<file path="config.mk">
export PLATFORM = sky130hd
export DESIGN_NAME = hazard_flush_ctrl
export DESIGN_NICKNAME = d
export VERILOG_FILES = /design/src/rtl/hazard_flush_ctrl.sv
export SDC_FILE = /design/constraint.sdc
export NUM_CORES = 1
export LEC_CHECK = 0
export BUFFER_PORTS_ARGS = -buffer_cell sky130_fd_sc_hd__buf_2
export CORE_ASPECT_RATIO = 2
export CORE_MARGIN = 5
export CORE_UTILIZATION = 30
export DETAILED_ROUTE_END_ITERATION = 8
export REMOVE_ABC_BUFFERS = 1
export SYNTH_ARGS = -nofsm -noshare
export SYNTH_HDL_FRONTEND = slang
export SYNTH_SLANG_ARGS = --single-unit
</file>
<file path="constraint.sdc">
create_clock -name clk -period 4.4 [get_ports clk]
set_clock_uncertainty 0.15 [all_clocks]
set_input_delay 0.66 -clock clk [delete_from_list [all_inputs] [get_ports clk]]
set_output_delay 0.66 -clock clk [all_outputs]
set_load 0.05 [all_outputs]
</file>
<file path="src/rtl/hazard_flush_ctrl.sv">
// Pipeline sequencer: load-use stalls, branch/jump redirects and flush
// windows, multi-cycle EX holds, plus saturating redirect/stall counters.
module hazard_flush_ctrl #(
  parameter int REG_W        = 5,
  parameter int PC_W         = 32,
  parameter int FLUSH_CYCLES = 2,
  parameter int CNT_W        = 16
) (
  input  logic             clk,
  input  logic             rst,
  input  logic [REG_W-1:0] id_rs1,
  input  logic [REG_W-1:0] id_rs2,
  input  logic             id_use_rs1,
  input  logic             id_use_rs2,
  input  logic [REG_W-1:0] ex_rd,
  input  logic             ex_mem_read,
  input  logic             ex_branch_taken,
  input  logic [PC_W-1:0]  ex_branch_target,
  input  logic             id_jump,
  input  logic [PC_W-1:0]  id_jump_target,
  input  logic             ex_mc_start,
  input  logic             ex_mc_done,
  output logic             pc_write,
  output logic             if_id_write,
  output logic             flush_if,
  output logic             flush_id,
  output logic             ex_bubble,
  output logic             ex_hold,
  output logic             redirect_valid,
  output logic [PC_W-1:0]  redirect_pc,
  output logic [1:0]       ctrl_state,
  output logic [CNT_W-1:0] redirect_count,
  output logic [CNT_W-1:0] stall_count
);

  localparam logic [1:0] ST_RUN   = 2'd0;
  localparam logic [1:0] ST_FLUSH = 2'd1;
  localparam logic [1:0] ST_MC    = 2'd2;

  localparam bit         MULTI_FLUSH = (FLUSH_CYCLES > 1);
  localparam logic [3:0] FLUSH_INIT  = 4'(FLUSH_CYCLES - 1);
  localparam logic [CNT_W-1:0] CNT_ONE = CNT_W'(1);

  logic [1:0] state_q, state_d;
  logic [3:0] cnt_q, cnt_d;
  logic       load_use;

  assign load_use = ex_mem_read && (ex_rd != '0) &&
                    ((id_use_rs1 && (id_rs1 == ex_rd)) ||
                     (id_use_rs2 && (id_rs2 == ex_rd)));

  assign ctrl_state = state_q;

  always_comb begin
    state_d        = state_q;
    cnt_d          = cnt_q;
    pc_write       = 1'b1;
    if_id_write    = 1'b1;
    flush_if       = 1'b0;
    flush_id       = 1'b0;
    ex_bubble      = 1'b0;
    ex_hold        = 1'b0;
    redirect_valid = 1'b0;
    redirect_pc    = '0;
    if (rst) begin
      state_d     = ST_RUN;
      cnt_d       = '0;
      pc_write    = 1'b0;
      if_id_write = 1'b0;
      flush_if    = 1'b1;
      flush_id    = 1'b1;
      ex_bubble   = 1'b1;
    end else begin
      case (state_q)
        ST_FLUSH: begin
          // Everything younger than the branch is being squashed.
          flush_if = 1'b1;
          flush_id = 1'b1;
          cnt_d    = cnt_q - 4'd1;
          if (cnt_q <= 4'd1) state_d = ST_RUN;
        end
        ST_MC: begin
          if (!ex_mc_done) begin
            pc_write    = 1'b0;
            if_id_write = 1'b0;
            ex_hold     = 1'b1;
          end else begin
            state_d = ST_RUN;
          end
        end
        default: begin
          if (ex_branch_taken) begin
            redirect_valid = 1'b1;
            redirect_pc    = ex_branch_target;
            flush_if       = 1'b1;
            flush_id       = 1'b1;
            if (MULTI_FLUSH) begin
              state_d = ST_FLUSH;
              cnt_d   = FLUSH_INIT;
            end
          end else if (ex_mc_start) begin
            if (!ex_mc_done) begin
              pc_write    = 1'b0;
              if_id_write = 1'b0;
              ex_hold     = 1'b1;
              state_d     = ST_MC;
            end
          end else if (load_use) begin
            pc_write    = 1'b0;
            if_id_write = 1'b0;
            ex_bubble   = 1'b1;
          end else if (id_jump) begin
            redirect_valid = 1'b1;
            redirect_pc    = id_jump_target;
            flush_if       = 1'b1;
          end
        end
      endcase
    end
  end

  always_ff @(posedge clk or posedge rst) begin
    if (rst) begin
      state_q        <= ST_RUN;
      cnt_q          <= '0;
      redirect_count <= '0;
      stall_count    <= '0;
    end else begin
      state_q <= state_d;
      cnt_q   <= cnt_d;
      if (redirect_valid && (redirect_count != '1))
        redirect_count <= redirect_count + CNT_ONE;
      if (!pc_write && (stall_count != '1))
        stall_count <= stall_count + CNT_ONE;
    end
  end

endmodule

</file>
==> flow_summary.ini <==
[outcome]
outcome = finished, final reports clean

[sta]
slew_headroom_pct = 47.7
clock.fmax_mhz = 295
setup_viol = 0
rsz0062_at_grt = no
setup_tns_ns = 0
hold-worst-slack_ns = 0.328
final_hold_viol_count = 0
tightest_slew_ns = 0.784
min_period_over_period_pct = 77.0
finalCriticalPeriod_ns = 3.39
setup_slack_ns = 1.01
maxSlewViolCount = 0

[critical_path]
cpMaxStageDelayCell = or4_1
crit_required_ns = 3.59
crit_top_cell = buf_2
critPathMaxFanout = 32
r2r-end = redirect_count[14]
path_cells = buf_2, or4_1, o21a_1, nand2_1, and3_1, buf_4, a22o_1, buf_2
rr_worst_depth = 10
regToRegStartpoint = ctrl_state[0]
r2r_setup_slack_ns = 1.89
path_class = input port to output pin
critPathTopFamily = simple AND/OR/NAND/NOR gates
cp-start-kind = input port
slowest_delay_ns = 0.51
arrival_ns = 2.58
end_kind = output pin
crit_buf_inv = 3

[synth]
syn_area_per_cell_um2 = 9.88
synth_compound_area_share_pct = 18.8
synth_fa_ha_area_share_pct = 3.08
seq_area_frac_synth_pct = 39.0
synth_edf_count = 0
synth_top_family_by_area = simple AND/OR/NAND/NOR gates
synth-simple-area-share_pct = 18.8
synth-main-ff-cell = dfrtp_1
synthXorXnorAreaFrac_pct = 14.4
syn_area_mm2 = 0.00244
ys_async_sr_fraction_pct = 100
syn_inst = 247
yosys_register_bits = 38
ys_warn_count = 0
synth_mux_area_share_pct = 1.85
ys_types = 42

[cells_and_area]
fill_cells = 776
instances_no_fill = 500
nets = 497
drive_gt1_share_pct = 44.8
num_antenna_cells = 0
layout_commonest_cell = buf_2
multiInputGateArea_mm2 = 0.00139
most-common-layout-cells = buf_2, dfrtp_1, xnor2_1, a22o_1, nand2_1
area_growth_pct = 44.1
regArea_um2 = 951

[route]
routedWlPerCell_um = 15.2
postRouteWirelength_mm = 7.59
ant_nets = 0
vias = 2491
route.detailed.drc = 0
dr.pass1.iters = 4
viasPerCell = 4.98
drt_iter0_markers = 101

[die]
die_w_um = 73.8
start_util_pct = 30.7
dieArea_mm2 = 0.0102
core-area_mm2 = 0.00794
core.rowCount = 46
die_h_um = 138
ios = 161

[clock_tree]
hold_buffers = 0
post_cts_buffers = 0
cts_tree = done
path_clk_slew_ns = 0.05
cts_root_buf = clkbuf_16
cts-buffers-inserted = 5
h-tree-depth = 2
post_cts_resized = 0
clock_latency_ns = 0.27
clock-sinks = 38
clock_path_buffers = 2

[hold_path]
whs_path_depth = 1
worst_hold_path_type = flip-flop to flip-flop
holdCritStartpoint = redirect_count[12]
hold_end = redirect_count[12]

[grt]
antenna_found_initial = 0
track_usage_pct = 14.2
grtUsageMet3_pct = 2.63
grt-ovfl-total = 0
grt_max_degree = 34
grt.busiest_layer = met2
grt_pass1_wl_mm = 11.6
grtUsageMet1_pct = 18.0
grt_pass1_vias = 2492
globalRouteMet2Util_pct = 24.4

[power]
finalPower_uw = 1770
cellLeakagePower_uw = 0.00187
ir_worst_vdd_v = 0.000247
pwr_density_cell_mw_per_mm2 = 504

[placement]
pre_cts_slack_ns = 1.03
place.gp.congestion = 0.821
place_inst = 492
dpl.hpwl_mm = 6.32
io_buffers = 160

[run]
cap_violations = 0
[Yosys cell counts (2+ instances only)]
cell      number  area share [%]
nor3_1         3            0.61
buf_2          3            0.61
xor2_1         5             1.8
o21ai_0        3            0.61
nor3b_1        3            0.92
a22o_1        32              11
o21bai_1       3            0.92
nand3_1        7             1.4
inv_1          7             1.1
nand4_1       14             3.6
a21oi_1        4            0.82
and2_1         4             1.0
buf_4          2            0.61
and3_1        11             2.8
clkbuf_1       8             1.2
dfrtp_1       38              39
nor2b_1        5             1.3
mux2_2         4             1.8
ha_1           6             3.1
a31oi_1        2            0.51
nor2_1        12             1.8
nand2_1       16             2.5
xnor2_1       35              13
a21o_1         2            0.61
[metrics by stage]
step | utilization [%] | area [µm²]
3_5_place_dp | 41.8 | 3320
2_1_floorplan | - | 2360
6_report | 44.3 | 3520
3_3_place_gp | 41.8 | 3320
5_1_grt | 44.3 | 3520
4_1_cts | 44.3 | 3520
[area by class of cell]
| type | count | area share (%) |
|---|---|---|
| Clock buffer | 6 | 3.95 |
| Timing Repair Buffer | 164 | 23.6 |
| Tap cell | 96 | 3.42 |
| Multi-Input combinational cell | 187 | 39.5 |
| Clock inverter | 2 | 1.71 |
| Inverter | 7 | 0.747 |
| Sequential cell | 38 | 27.0 |
[state kept, by name (all words and copies together), names as in the netlist]
register,flops
cnt_q,4
redirect_count,16
ctrl_state,2
stall_count,16
[worst register-to-register path: stages (launching register included)]
cell,delay [ns]
dfrtp_1,0.40
inv_1,0.06
ha_1,0.39
nand2b_1,0.15
o21bai_1,0.20
a41o_1,0.24
a31oi_1,0.15
buf_4,0.22
nand3_1,0.17
nor2_1,0.15
xor2_1,0.16
[report_power, final]
group          leakage (µW)  internal (µW)  switching [µW]  total (µW)
clock network     0.0000971            340             131         471
logic               0.00127            241             574         815
registers          0.000500            415            70.4         485
[worst max path at each step]
stage | startpoint | end | slack (ns) | cells past startpoint
after floorplan | rst | flush_if | 0.61 | 3
after global placement | ex_rd[4] | redirect_pc[14] | 1.03 | 9
after detailed placement | ex_rd[1] | redirect_pc[14] | 1.03 | 8
after CTS | ex_rd[1] | redirect_pc[14] | 1.01 | 8
after global routing | ex_rd[2] | redirect_pc[14] | 0.90 | 9
final | ex_rd[1] | redirect_pc[14] | 1.01 | 8
[cell families after synthesis]
kind of cell,Yosys count
AO/OA/AOI/OAI,54
XOR/XNOR,40
adder cells (fa/ha/maj),6
buffers and inverters,22
flip-flops,38
multiplexers,4
AND/OR/NAND/NOR,83
[routing by layer]
metal	routed length (µm)	up-vias
li1	-	1206
met1	2980	1166
met2	3970	115
met3	582	4
met4	59	0
met5	0	-
Note: power is estimated with default switching activity, not from simulation.
